--- src/rtl/multi_digit_seg_if.sv ---
// Bus between the score/timer logic and the multiplexed seven-segment driver:
// value/load/dp_mask in, busy/overflow/segment pins out.
interface multi_digit_seg_if #(
    parameter int NUM_DIGITS = 4,
    parameter int VALUE_W    = 16
);
    logic [VALUE_W-1:0]    i_value;
    logic                  i_load;
    logic [NUM_DIGITS-1:0] i_dp_mask;
    logic                  o_busy;
    logic                  o_overflow;
    logic [6:0]            o_seg;
    logic                  o_dp;
    logic [NUM_DIGITS-1:0] o_digit_en;

    modport master (
        output i_value, i_load, i_dp_mask,
        input  o_busy, o_overflow, o_seg, o_dp, o_digit_en
    );

    modport slave (
        input  i_value, i_load, i_dp_mask,
        output o_busy, o_overflow, o_seg, o_dp, o_digit_en
    );
endinterface

--- src/rtl/multi_digit_seg.sv ---
// N-digit multiplexed seven-segment driver with sequential shift-add-3 BCD conversion.
// Optional macro SEG_LZ_BLANK_EN enables leading-zero blanking.
`ifndef CLK_FREQ
`define CLK_FREQ 50000000
`endif

module multi_digit_seg #(
    parameter int NUM_DIGITS   = 4,
    parameter int VALUE_W      = 16,
    parameter int CLK_HZ       = `CLK_FREQ,
    parameter int REFRESH_HZ   = 100,
    parameter int BLANK_CYCLES = 2
) (
    input logic              clk,
    input logic              rst_n,
    multi_digit_seg_if.slave bus
);

    localparam int SCAN_MAX = CLK_HZ / (REFRESH_HZ * NUM_DIGITS);
    localparam int SCAN_W   = (SCAN_MAX > 1) ? $clog2(SCAN_MAX) : 1;
    localparam int IDX_W    = (NUM_DIGITS > 1) ? $clog2(NUM_DIGITS) : 1;
    localparam int BCD_W    = 4 * NUM_DIGITS;
    localparam int CNT_W    = $clog2(VALUE_W + 1);

    function automatic logic [31:0] pow10(input int n);
        logic [31:0] r;
        r = 32'd1;
        for (int k = 0; k < n; k++) begin
            r = r * 32'd10;
        end
        return r;
    endfunction

    localparam logic [31:0] DISP_MAX = pow10(NUM_DIGITS) - 32'd1;

    function automatic logic [6:0] seg_decode(input logic [3:0] nib);
        logic [6:0] s;
        case (nib)
            4'd0:    s = 7'b1111110;
            4'd1:    s = 7'b0110000;
            4'd2:    s = 7'b1101101;
            4'd3:    s = 7'b1111001;
            4'd4:    s = 7'b0110011;
            4'd5:    s = 7'b1011011;
            4'd6:    s = 7'b1011111;
            4'd7:    s = 7'b1110000;
            4'd8:    s = 7'b1111111;
            4'd9:    s = 7'b1111011;
            default: s = 7'b0000000;
        endcase
        return s;
    endfunction

    // Add-3 correction applied to every nibble before each shift
    function automatic logic [BCD_W-1:0] bcd_adjust(input logic [BCD_W-1:0] acc);
        logic [BCD_W-1:0] r;
        logic [3:0]       nib;
        r = acc;
        for (int k = 0; k < NUM_DIGITS; k++) begin
            nib = acc[4*k +: 4];
            if (nib >= 4'd5) begin
                r[4*k +: 4] = nib + 4'd3;
            end else begin
                r[4*k +: 4] = nib;
            end
        end
        return r;
    endfunction

    typedef enum logic [0:0] {
        ST_IDLE  = 1'b0,
        ST_SHIFT = 1'b1
    } state_t;

    state_t               r_state;
    logic [VALUE_W-1:0]   r_shift;
    logic [BCD_W-1:0]     r_acc;
    logic [CNT_W-1:0]     r_cnt;
    logic                 r_ovf_pend;
    logic [BCD_W-1:0]     r_display;
    logic                 r_overflow;
    logic                 r_busy;
    logic [SCAN_W-1:0]    r_scan_cnt;
    logic [IDX_W-1:0]     r_digit_idx;
    logic [6:0]           r_seg;
    logic                 r_dp;
    logic [NUM_DIGITS-1:0] r_digit_en;

    state_t               w_state_nxt;
    logic [VALUE_W-1:0]   w_shift_nxt;
    logic [BCD_W-1:0]     w_acc_nxt;
    logic [CNT_W-1:0]     w_cnt_nxt;
    logic                 w_ovf_pend_nxt;
    logic [BCD_W-1:0]     w_display_nxt;
    logic                 w_overflow_nxt;
    logic [BCD_W-1:0]     w_acc_adj;
    logic [31:0]          w_value_ext;

    assign w_acc_adj   = bcd_adjust(r_acc);
    assign w_value_ext = 32'(bus.i_value);

    // Converter state register
    always_ff @(posedge clk or negedge rst_n) begin
        if (!rst_n) begin
            r_state    <= ST_IDLE;
            r_shift    <= '0;
            r_acc      <= '0;
            r_cnt      <= '0;
            r_ovf_pend <= 1'b0;
            r_display  <= '0;
            r_overflow <= 1'b0;
            r_busy     <= 1'b0;
        end else begin
            r_state    <= w_state_nxt;
            r_shift    <= w_shift_nxt;
            r_acc      <= w_acc_nxt;
            r_cnt      <= w_cnt_nxt;
            r_ovf_pend <= w_ovf_pend_nxt;
            r_display  <= w_display_nxt;
            r_overflow <= w_overflow_nxt;
            r_busy     <= (w_state_nxt == ST_SHIFT);
        end
    end

    // Converter next state; the display only changes on the commit edge so slots never see partial BCD
    always_comb begin
        w_state_nxt    = r_state;
        w_shift_nxt    = r_shift;
        w_acc_nxt      = r_acc;
        w_cnt_nxt      = r_cnt;
        w_ovf_pend_nxt = r_ovf_pend;
        w_display_nxt  = r_display;
        w_overflow_nxt = r_overflow;
        case (r_state)
            ST_IDLE: begin
                if (bus.i_load) begin
                    w_shift_nxt    = bus.i_value;
                    w_acc_nxt      = '0;
                    w_cnt_nxt      = '0;
                    w_ovf_pend_nxt = (w_value_ext > DISP_MAX);
                    w_state_nxt    = ST_SHIFT;
                end else begin
                    w_state_nxt    = ST_IDLE;
                end
            end
            ST_SHIFT: begin
                if (r_cnt == CNT_W'(VALUE_W)) begin
                    w_display_nxt  = r_acc;
                    w_overflow_nxt = r_ovf_pend;
                    w_state_nxt    = ST_IDLE;
                end else begin
                    w_acc_nxt      = {w_acc_adj[BCD_W-2:0], r_shift[VALUE_W-1]};
                    w_shift_nxt    = r_shift << 1;
                    w_cnt_nxt      = r_cnt + CNT_W'(1);
                    w_state_nxt    = ST_SHIFT;
                end
            end
            default: begin
                w_state_nxt = ST_IDLE;
            end
        endcase
    end

    // Slot timer and digit pointer
    always_ff @(posedge clk or negedge rst_n) begin
        if (!rst_n) begin
            r_scan_cnt  <= '0;
            r_digit_idx <= '0;
        end else begin
            if (r_scan_cnt == SCAN_W'(SCAN_MAX - 1)) begin
                r_scan_cnt <= '0;
                if (r_digit_idx == IDX_W'(NUM_DIGITS - 1)) begin
                    r_digit_idx <= '0;
                end else begin
                    r_digit_idx <= r_digit_idx + IDX_W'(1);
                end
            end else begin
                r_scan_cnt <= r_scan_cnt + SCAN_W'(1);
            end
        end
    end

    logic [BCD_W-1:0]      w_disp_sh;
    logic [NUM_DIGITS-1:0] w_dp_sh;
    logic                  w_lz_blank;
    logic [6:0]            w_seg_nxt;
    logic                  w_dp_nxt;
    logic [NUM_DIGITS-1:0] w_en_nxt;

    assign w_disp_sh = r_display >> {r_digit_idx, 2'b00};
    assign w_dp_sh   = bus.i_dp_mask >> r_digit_idx;

`ifdef SEG_LZ_BLANK_EN
    // Selected nibble and everything above it zero means this is a leading zero
    assign w_lz_blank = (r_digit_idx != IDX_W'(0)) && (w_disp_sh == '0);
`else
    assign w_lz_blank = 1'b0;
`endif

    // Pin values for the current slot
    always_comb begin
        w_seg_nxt = 7'b0000000;
        w_dp_nxt  = 1'b0;
        w_en_nxt  = '0;
        if (r_scan_cnt < SCAN_W'(BLANK_CYCLES)) begin
            w_seg_nxt = 7'b0000000;
            w_dp_nxt  = 1'b0;
            w_en_nxt  = '0;
        end else begin
            w_en_nxt = NUM_DIGITS'(1) << r_digit_idx;
            w_dp_nxt = w_dp_sh[0];
            if (r_overflow) begin
                w_seg_nxt = 7'b0000001;
            end else if (w_lz_blank) begin
                w_seg_nxt = 7'b0000000;
            end else begin
                w_seg_nxt = seg_decode(w_disp_sh[3:0]);
            end
        end
    end

    // Output register
    always_ff @(posedge clk or negedge rst_n) begin
        if (!rst_n) begin
            r_seg      <= 7'b0000000;
            r_dp       <= 1'b0;
            r_digit_en <= '0;
        end else begin
            r_seg      <= w_seg_nxt;
            r_dp       <= w_dp_nxt;
            r_digit_en <= w_en_nxt;
        end
    end

    assign bus.o_busy     = r_busy;
    assign bus.o_overflow = r_overflow;
    assign bus.o_seg      = r_seg;
    assign bus.o_dp       = r_dp;
    assign bus.o_digit_en = r_digit_en;

endmodule

--- src/flat_wrapper.sv ---
// flat-port wrapper written by rule: the top's interface ports become plain ports
module multi_digit_seg_flat 
#(
    parameter int NUM_DIGITS   = 4,
    parameter int VALUE_W      = 16,
    parameter int CLK_HZ       = `CLK_FREQ,
    parameter int REFRESH_HZ   = 100,
    parameter int BLANK_CYCLES = 2
)
  (clk, rst_n, bus_i_value, bus_i_load, bus_i_dp_mask, bus_o_busy, bus_o_overflow, bus_o_seg, bus_o_dp, bus_o_digit_en);
  multi_digit_seg_if #(.NUM_DIGITS(NUM_DIGITS), .VALUE_W(VALUE_W)) bus_i ();
  input logic clk;
  input logic rst_n;
  input wire logic [$bits(bus_i.i_value)-1:0] bus_i_value;
  input wire logic [$bits(bus_i.i_load)-1:0] bus_i_load;
  input wire logic [$bits(bus_i.i_dp_mask)-1:0] bus_i_dp_mask;
  output wire logic [$bits(bus_i.o_busy)-1:0] bus_o_busy;
  output wire logic [$bits(bus_i.o_overflow)-1:0] bus_o_overflow;
  output wire logic [$bits(bus_i.o_seg)-1:0] bus_o_seg;
  output wire logic [$bits(bus_i.o_dp)-1:0] bus_o_dp;
  output wire logic [$bits(bus_i.o_digit_en)-1:0] bus_o_digit_en;
  assign bus_i.i_value = bus_i_value;
  assign bus_i.i_load = bus_i_load;
  assign bus_i.i_dp_mask = bus_i_dp_mask;
  assign bus_o_busy = bus_i.o_busy;
  assign bus_o_overflow = bus_i.o_overflow;
  assign bus_o_seg = bus_i.o_seg;
  assign bus_o_dp = bus_i.o_dp;
  assign bus_o_digit_en = bus_i.o_digit_en;
  multi_digit_seg #(.NUM_DIGITS(NUM_DIGITS), .VALUE_W(VALUE_W), .CLK_HZ(CLK_HZ), .REFRESH_HZ(REFRESH_HZ), .BLANK_CYCLES(BLANK_CYCLES)) u_core (.clk(clk), .rst_n(rst_n), .bus(bus_i));
endmodule
--- config.mk ---
export PLATFORM = sky130hd
export DESIGN_NAME = multi_digit_seg_flat
export DESIGN_NICKNAME = d
export VERILOG_FILES = /design/src/rtl/multi_digit_seg_if.sv /design/src/rtl/multi_digit_seg.sv /design/src/flat_wrapper.sv
export SDC_FILE = /design/constraint.sdc
export NUM_CORES = 1
export LEC_CHECK = 0
export ABC_AREA = 0
export ABC_CLOCK_PERIOD_IN_PS = 3450
export BUFFER_PORTS_ARGS = -buffer_cell sky130_fd_sc_hd__buf_2
export CELL_PAD_IN_SITES_DETAIL_PLACEMENT = 1
export CELL_PAD_IN_SITES_GLOBAL_PLACEMENT = 2
export CORE_MARGIN = 4
export CORE_UTILIZATION = 35
export DETAILED_ROUTE_END_ITERATION = 12
export HOLD_SLACK_MARGIN = 0.1
export PLACE_DENSITY_LB_ADDON = 0.2
export REMOVE_ABC_BUFFERS = 1
export SETUP_SLACK_MARGIN = 0.3
export SLEW_MARGIN = 0
export SYNTH_ARGS = -nofsm -noshare
export SYNTH_HDL_FRONTEND = slang
export SYNTH_SLANG_ARGS = --single-unit
--- constraint.sdc ---
create_clock -name clk -period 3.45 [get_ports clk]
set_input_delay 0.5175 -clock clk [delete_from_list [all_inputs] [get_ports clk]]
set_output_delay 0.5175 -clock clk [all_outputs]
set_load 0.005 [all_outputs]
# Word-level counts from Yosys, hierarchy flattened
# Memories as Yosys holds them, arrays and structs flattened.
# Cells that the tools add are included.
dict set report classes {
  n_addsub 7
  multipliers 0
  div_mod_pow 0
  n_lt_le_gt_ge 6
  n_eq_ne 5
  shift 3
  mux 22
  n_bitwise 1
  reduce_logical 3
}
# cell n
set ops {}
lappend ops {{$mux W16} 4}
lappend ops {{$pmux W16 S2} 2}
lappend ops {{$add A17 B1 Y17 const B} 1}
lappend ops {{$eq A17 B17 Y1 const B} 1}
lappend ops {{$lt A17 B2 Y1 const B} 1}
lappend ops {{$mux W17} 1}
lappend ops {{$ge A4 B3 Y1 const B} 4}
lappend ops {{$gt A16 B14 Y1 const B} 1}
lappend ops {{$mux W4} 4}
lappend ops {{$shr A16 B4 Y4} 1}
lappend ops {{$mux W7} 2}
lappend ops {{$add A4 B2 Y4 const B} 3}
lappend ops {{$mux W5} 2}
lappend ops {{$pmux W5 S2} 1}
lappend ops {{$reduce_and A2 Y1} 3}
lappend ops {{$add A5 B1 Y5 const B} 1}
lappend ops {{$eq A5 B5 Y1 const B} 1}
lappend ops {{$ne A2 B2 Y1 const B} 2}
lappend ops {{$shl A1 B2 Y4 const A} 1}
lappend ops {{$shr A4 B2 Y1} 1}
lappend ops {{$add A3 B2 Y3 const B} 1}
lappend ops {{$mux W1} 3}
lappend ops {{$mux W3} 1}
lappend ops {{$add A2 B1 Y2 const B} 1}
lappend ops {{4 further kinds} 4}
dict set report totals {
  register_bits 87
  latchBits 0
  ram_bits 0
  mem_bits_ro 112
  input_bits 23
  output_inout_bits 14
  wordCells 60
  memories 1
}
# memory depth width read_ports rd_ports_with_merged_regs wr line_no
set mem_list {}
lappend mem_list {{(name not given)} 16 7 1 0 0 multi_digit_seg.sv:38} ;# case (nib)

# Longest topological paths before layout
dict set report logic_depth {
  ltp_word 4
  depth_mapped 7
  depth_no_buf 7
}

# Least setup slack after synthesis
# OpenSTA, ideal clock, no wires.
dict set report synth_timing {
  kind {register -> register}
  from {register u_core.r_digit_idx[0]}
  to {register u_core.r_seg[3], in the netlist u_core.bus.o_seg[3]}
  setup_ps 78
  arrival_ps 1769
  path_slack_ps 1603
  path_stages_with_launch 7
  path_buffers 1
  path_cell_list {dfrtp_1 -> buf_6 -> mux4_2 -> ha_1 -> or2_1 -> a21o_1 -> a21oi_1}
}
dict set report synth_via {
  elab_chain_cells 4
}
# item line_no
set synth_lines {}
lappend synth_lines {{from (decl)} multi_digit_seg.sv:84} ;# logic [IDX_W-1:0] r_digit_idx;
lappend synth_lines {{from (signal assigned)} multi_digit_seg.sv:175} ;# r_digit_idx <= r_digit_idx + IDX_W'(1);
lappend synth_lines {{$shr A16 B4 Y4} multi_digit_seg.sv:190} ;# assign w_disp_sh = r_display >> {r_digit_idx, 2'b00};
lappend synth_lines {{$mem_v2 Z16 W7} --}
lappend synth_lines {{$mux W7} multi_digit_seg.sv:212} ;# if (r_overflow) begin
lappend synth_lines {{$mux W7} multi_digit_seg.sv:205} ;# if (r_scan_cnt < SCAN_W'(BLANK_CYCLES)) begin
lappend synth_lines {{net u_core.w_seg_nxt[3]} multi_digit_seg.sv:186} ;# logic [6:0] w_seg_nxt;
lappend synth_lines {{to (signal assigned)} multi_digit_seg.sv:229} ;# r_seg <= w_seg_nxt;
lappend synth_lines {{to (decl)} multi_digit_seg.sv:85} ;# logic [6:0] r_seg;
# The timed path passes the listed nets, and every way through them passes these cells.
# A chain may end at the register's enable or synchronous reset.

# Worst setup path after layout
dict set report layout_timing {
  from {register u_core.r_cnt[0]}
  to {register u_core.r_acc[3]}
}
dict set report layout_via {
  elab_chain_cells 3
}
# item line_no
set layout_lines {}
lappend layout_lines {{from (decl)} multi_digit_seg.sv:78} ;# logic [CNT_W-1:0] r_cnt;
lappend layout_lines {{from (signal assigned)} multi_digit_seg.sv:117} ;# r_cnt <= w_cnt_nxt;
lappend layout_lines {{$eq A5 B5 Y1} multi_digit_seg.sv:147} ;# if (r_cnt == CNT_W'(VALUE_W)) begin
lappend layout_lines {{$ne A2 B2 Y1 (no line)} --}
lappend layout_lines {{$reduce_and A2 Y1 (no line)} --}
lappend layout_lines {{to (signal assigned)} multi_digit_seg.sv:116} ;# r_acc <= w_acc_nxt;
lappend layout_lines {{to (decl)} multi_digit_seg.sv:77} ;# logic [BCD_W-1:0] r_acc;
# No other way between the ends.

==> results.txt <==
Ys async rst share - 100.0%
Routed vias - 3016
Most used DFF post-synth - dfrtp_1
Crit. End Element - register
Clock skew - 4.993 ps
Post-CTS sizing - 0
Vias in the first global route - 3225
Cell chain of the critical path - inv_1 -> ha_1 -> nand4bb_1 -> a21oi_2 -> inv_1 -> o31ai_1 -> a32o_1
Crit Path Class - reg -> reg
CTS max path bufs - 2
Unrepaired setup endpoints after global routing - false
Seq pwr share - 40.6%
Initial antenna violation count - 0
Clk pwr share - 25.7%
TritonCTS Buffers - 9
Clk slew on worst S/H paths - 60 ps
First-pass GRT wire length - 16590 um
CTS root buf - clkbuf_16
IO buf count - 36
Detail Placement HPWL - 6858 um
Net Sw Frac - 34.78%
Drt pass-1 iters - 5
Outcome - finished, final reports clean
Io pins - 37
Top-count cell post-synth - dfrtp_1
Area Growth Syn to Fin - 14.97%
Internal Power - 2.574 mW
CTS hold repair buffers - 0
Worst-Margin Slew - 1214 ps
VDD IR max - 317.2 uV
Yosys warns - 0
Initial Util - 35.70%
Pin count of the biggest net entering global routing - 48
Max H-tree Level - 3
Cell taking the most area after synthesis - dfrtp_1
CP arrival - 2770 ps
RD Place Congestion - 0.7797
Non-filler instance count after layout - 581
Setup Fix Bufs, Post-CTS - 0
Critical Path RT - 3730 ps
Synth top cells by count - dfrtp_1 (87), o21ai_0 (38), nand2_1 (37)
Share of cells above drive strength 1 - 18.89%
Gr usage total - 14.75%
Period minus WS final - 2494 ps
Drc violations - 0
Die area - 14090 um^2
Die Wd - 118.7 um
Min setup slack post-route - 956.0 ps
Fin. Hold Viols - 0
Worst Hold Class - in -> async
Area of the core - 12010 um^2
Slew Limit Fails - 0
Fmax - 401.0 MHz
Worst hold slack - 181.3 ps
Max Cap Viol - 0
Synth area leaders - dfrtp_1 (51%), ha_1 (6.1%), o21ai_0 (4.4%), mux2i_1 (3.7%), mux2_2 (3.4%)
Area share of the largest cell type after synthesis - 50.77%
Total gr overflow - 0
Worst slew margin - 19.06%
Synth unique cells - 40
PwrDens - 800.7 nW/um^2
TritonCTS Sinks - 87
CTS tree - done
P_leak - 2.282 nW
Final setup vio count - 0
Placed Cells - 565
CP top delay family - compound AO/OA/AOI/OAI gates
Nets@finish - 473
Number of diodes - 0
WL/cell - 16.51 um
Die Y - 118.7 um
Number of synthesized flops with an enable pin - 0
Pre-CTS WS - 979.5 ps
Switching pwr - 1.373 mW
Final period utilization - 72.29%
Clock Latency Late Sink - 340 ps
Num rows - 40
Largest stage delay, worst path - 940 ps
DR iter-0 viols - 129
Avg Synthesized Cell Area - 10.91 um^2
Setup_tns - 0 ps
Drt total wl - 9594 um
Logic pwr share - 33.7%
CP Launch Type - register
Worst path buffer plus inverter count - 2
Number of synthesized register bits - 87
Post-synthesis sequential area ratio - 50.77%
Mapped Cells - 393
Antenna Nets Post-Route - 0
Most used cell, CP - inv_1
Core Util, Final - 41.04%
Slowest CP cell - a21oi_2
DR vias/cell - 5.191
Largest fanout on the critical path - 32
Fillers - 1328
Post-Syn Area - 4288 um^2
-- kinds of logic after synthesis --
family,Yosys count,share of synthesized area [%]
AND/OR/NAND/NOR,118,14.44
flip-flops,87,50.77
AO/OA/AOI/OAI,74,10.33
multiplexers,36,10.48
buffers and inverters,35,3.356
XOR/XNOR,22,4.494
adder cells (fa/ha/maj),21,6.128
-- path summary, 6_finish.rpt --
check / from / to / slack, ps / cells past startpoint
setup / recovery: u_core.r_cnt[0]$_DFFE_PN0P_ / u_core.r_acc[3]$_DFFE_PN0P_ / 960 / 7
hold reg to reg: u_core.r_display[12]$_DFFE_PN0P_ / u_core.r_display[12]$_DFFE_PN0P_ / 480 / 2
hold / removal: rst_n / u_core.r_acc[4]$_DFFE_PN0P_ / 180 / 1
min in group clk: bus_i_load / u_core.r_cnt[3]$_DFFE_PN0P_ / 390 / 2
max in group asynchronous: rst_n / u_core.r_cnt[2]$_DFFE_PN0P_ / 2520 / 2
setup reg to reg: u_core.r_cnt[0]$_DFFE_PN0P_ / u_core.r_acc[3]$_DFFE_PN0P_ / 960 / 7
-- per-stage QoR --
stage               instance area [um^2]  total power, mW
floorplan                           4219            2.526
finish                              4930            3.947
detailed placement                  4619            2.982
CTS                                 4930            4.024
global placement                    4619            2.926
global route                        4930            4.287
-- cell usage in the layout (no fill, tap or decap), types with 2 or more instances in the layout --
| cell | count |
|---|---|
| clkbuf_8 | 3 |
| mux2_4 | 2 |
| buf_2 | 35 |
| and2_1 | 5 |
| ha_1 | 21 |
| mux4_2 | 5 |
| clkinv_2 | 2 |
| or4_1 | 2 |
| a21oi_1 | 12 |
| xnor2_1 | 13 |
| nor4_1 | 5 |
| nor4_4 | 2 |
| o31ai_1 | 9 |
| nand4_1 | 6 |
| nand3_1 | 20 |
| dfrtp_1 | 87 |
| a32o_1 | 4 |
| a31o_2 | 2 |
| mux2i_1 | 16 |
| a21o_1 | 4 |
| clkbuf_16 | 9 |
| nor3_1 | 4 |
| nand2b_1 | 10 |
| xor2_1 | 9 |
| o21ai_0 | 38 |
| or2_1 | 2 |
| nor2_1 | 18 |
| nand2_1 | 37 |
| mux2_2 | 13 |
| buf_4 | 5 |
| inv_1 | 20 |
-- state kept, by name, indices dropped and copies added (netlist names), 2 cells and up --
register and flops:
u_core.r_scan_cnt 17, u_core.r_acc 16, u_core.r_display 16, u_core.r_shift 16
u_core.bus.o_seg 7, u_core.r_cnt 5, u_core.bus.o_digit_en 4, u_core.r_digit_idx 2
-- layer usage --
metal  global-route usage [%]  wire length, um
met4                    6.300              190
met1                    19.66             4678
met5                        0                0
met2                    23.48             4464
met3                    2.775              260
-- layout make-up --
class / count / area (um^2) / share of cell area (%)
clock buffers: 13 / 270.3 / 5.482
inverters: 20 / 75.07 / 1.523
multi-input cells: 271 / 1971 / 39.97
repair buffers: 40 / 212.7 / 4.315
clock inverters: 3 / 40.04 / 0.8122
flip-flops and latches: 87 / 2177 / 44.16
well taps: 147 / 183.9 / 3.731
-- power by group through the flow --
stage | registers (mW) | clock network, mW | logic (mW)
CTS | 1.61 | 1.05 | 1.37
detailed placement | 1.62 | 0 | 1.36
floorplan | 1.57 | 0 | 0.960
global route | 1.65 | 1.10 | 1.54
finish | 1.60 | 1.02 | 1.33
global placement | 1.61 | 0 | 1.32
-- worst reg2reg max path, delay by kind of cell (launching register included) --
kind	cells	cell delay (ps)
adders and majority gates	1	160
and+or+nand+nor	1	180
DFF	1	420
buffers and inverters	2	400
AOI/OAI and AO/OA	3	1270
(Power assumes the default switching activity.)
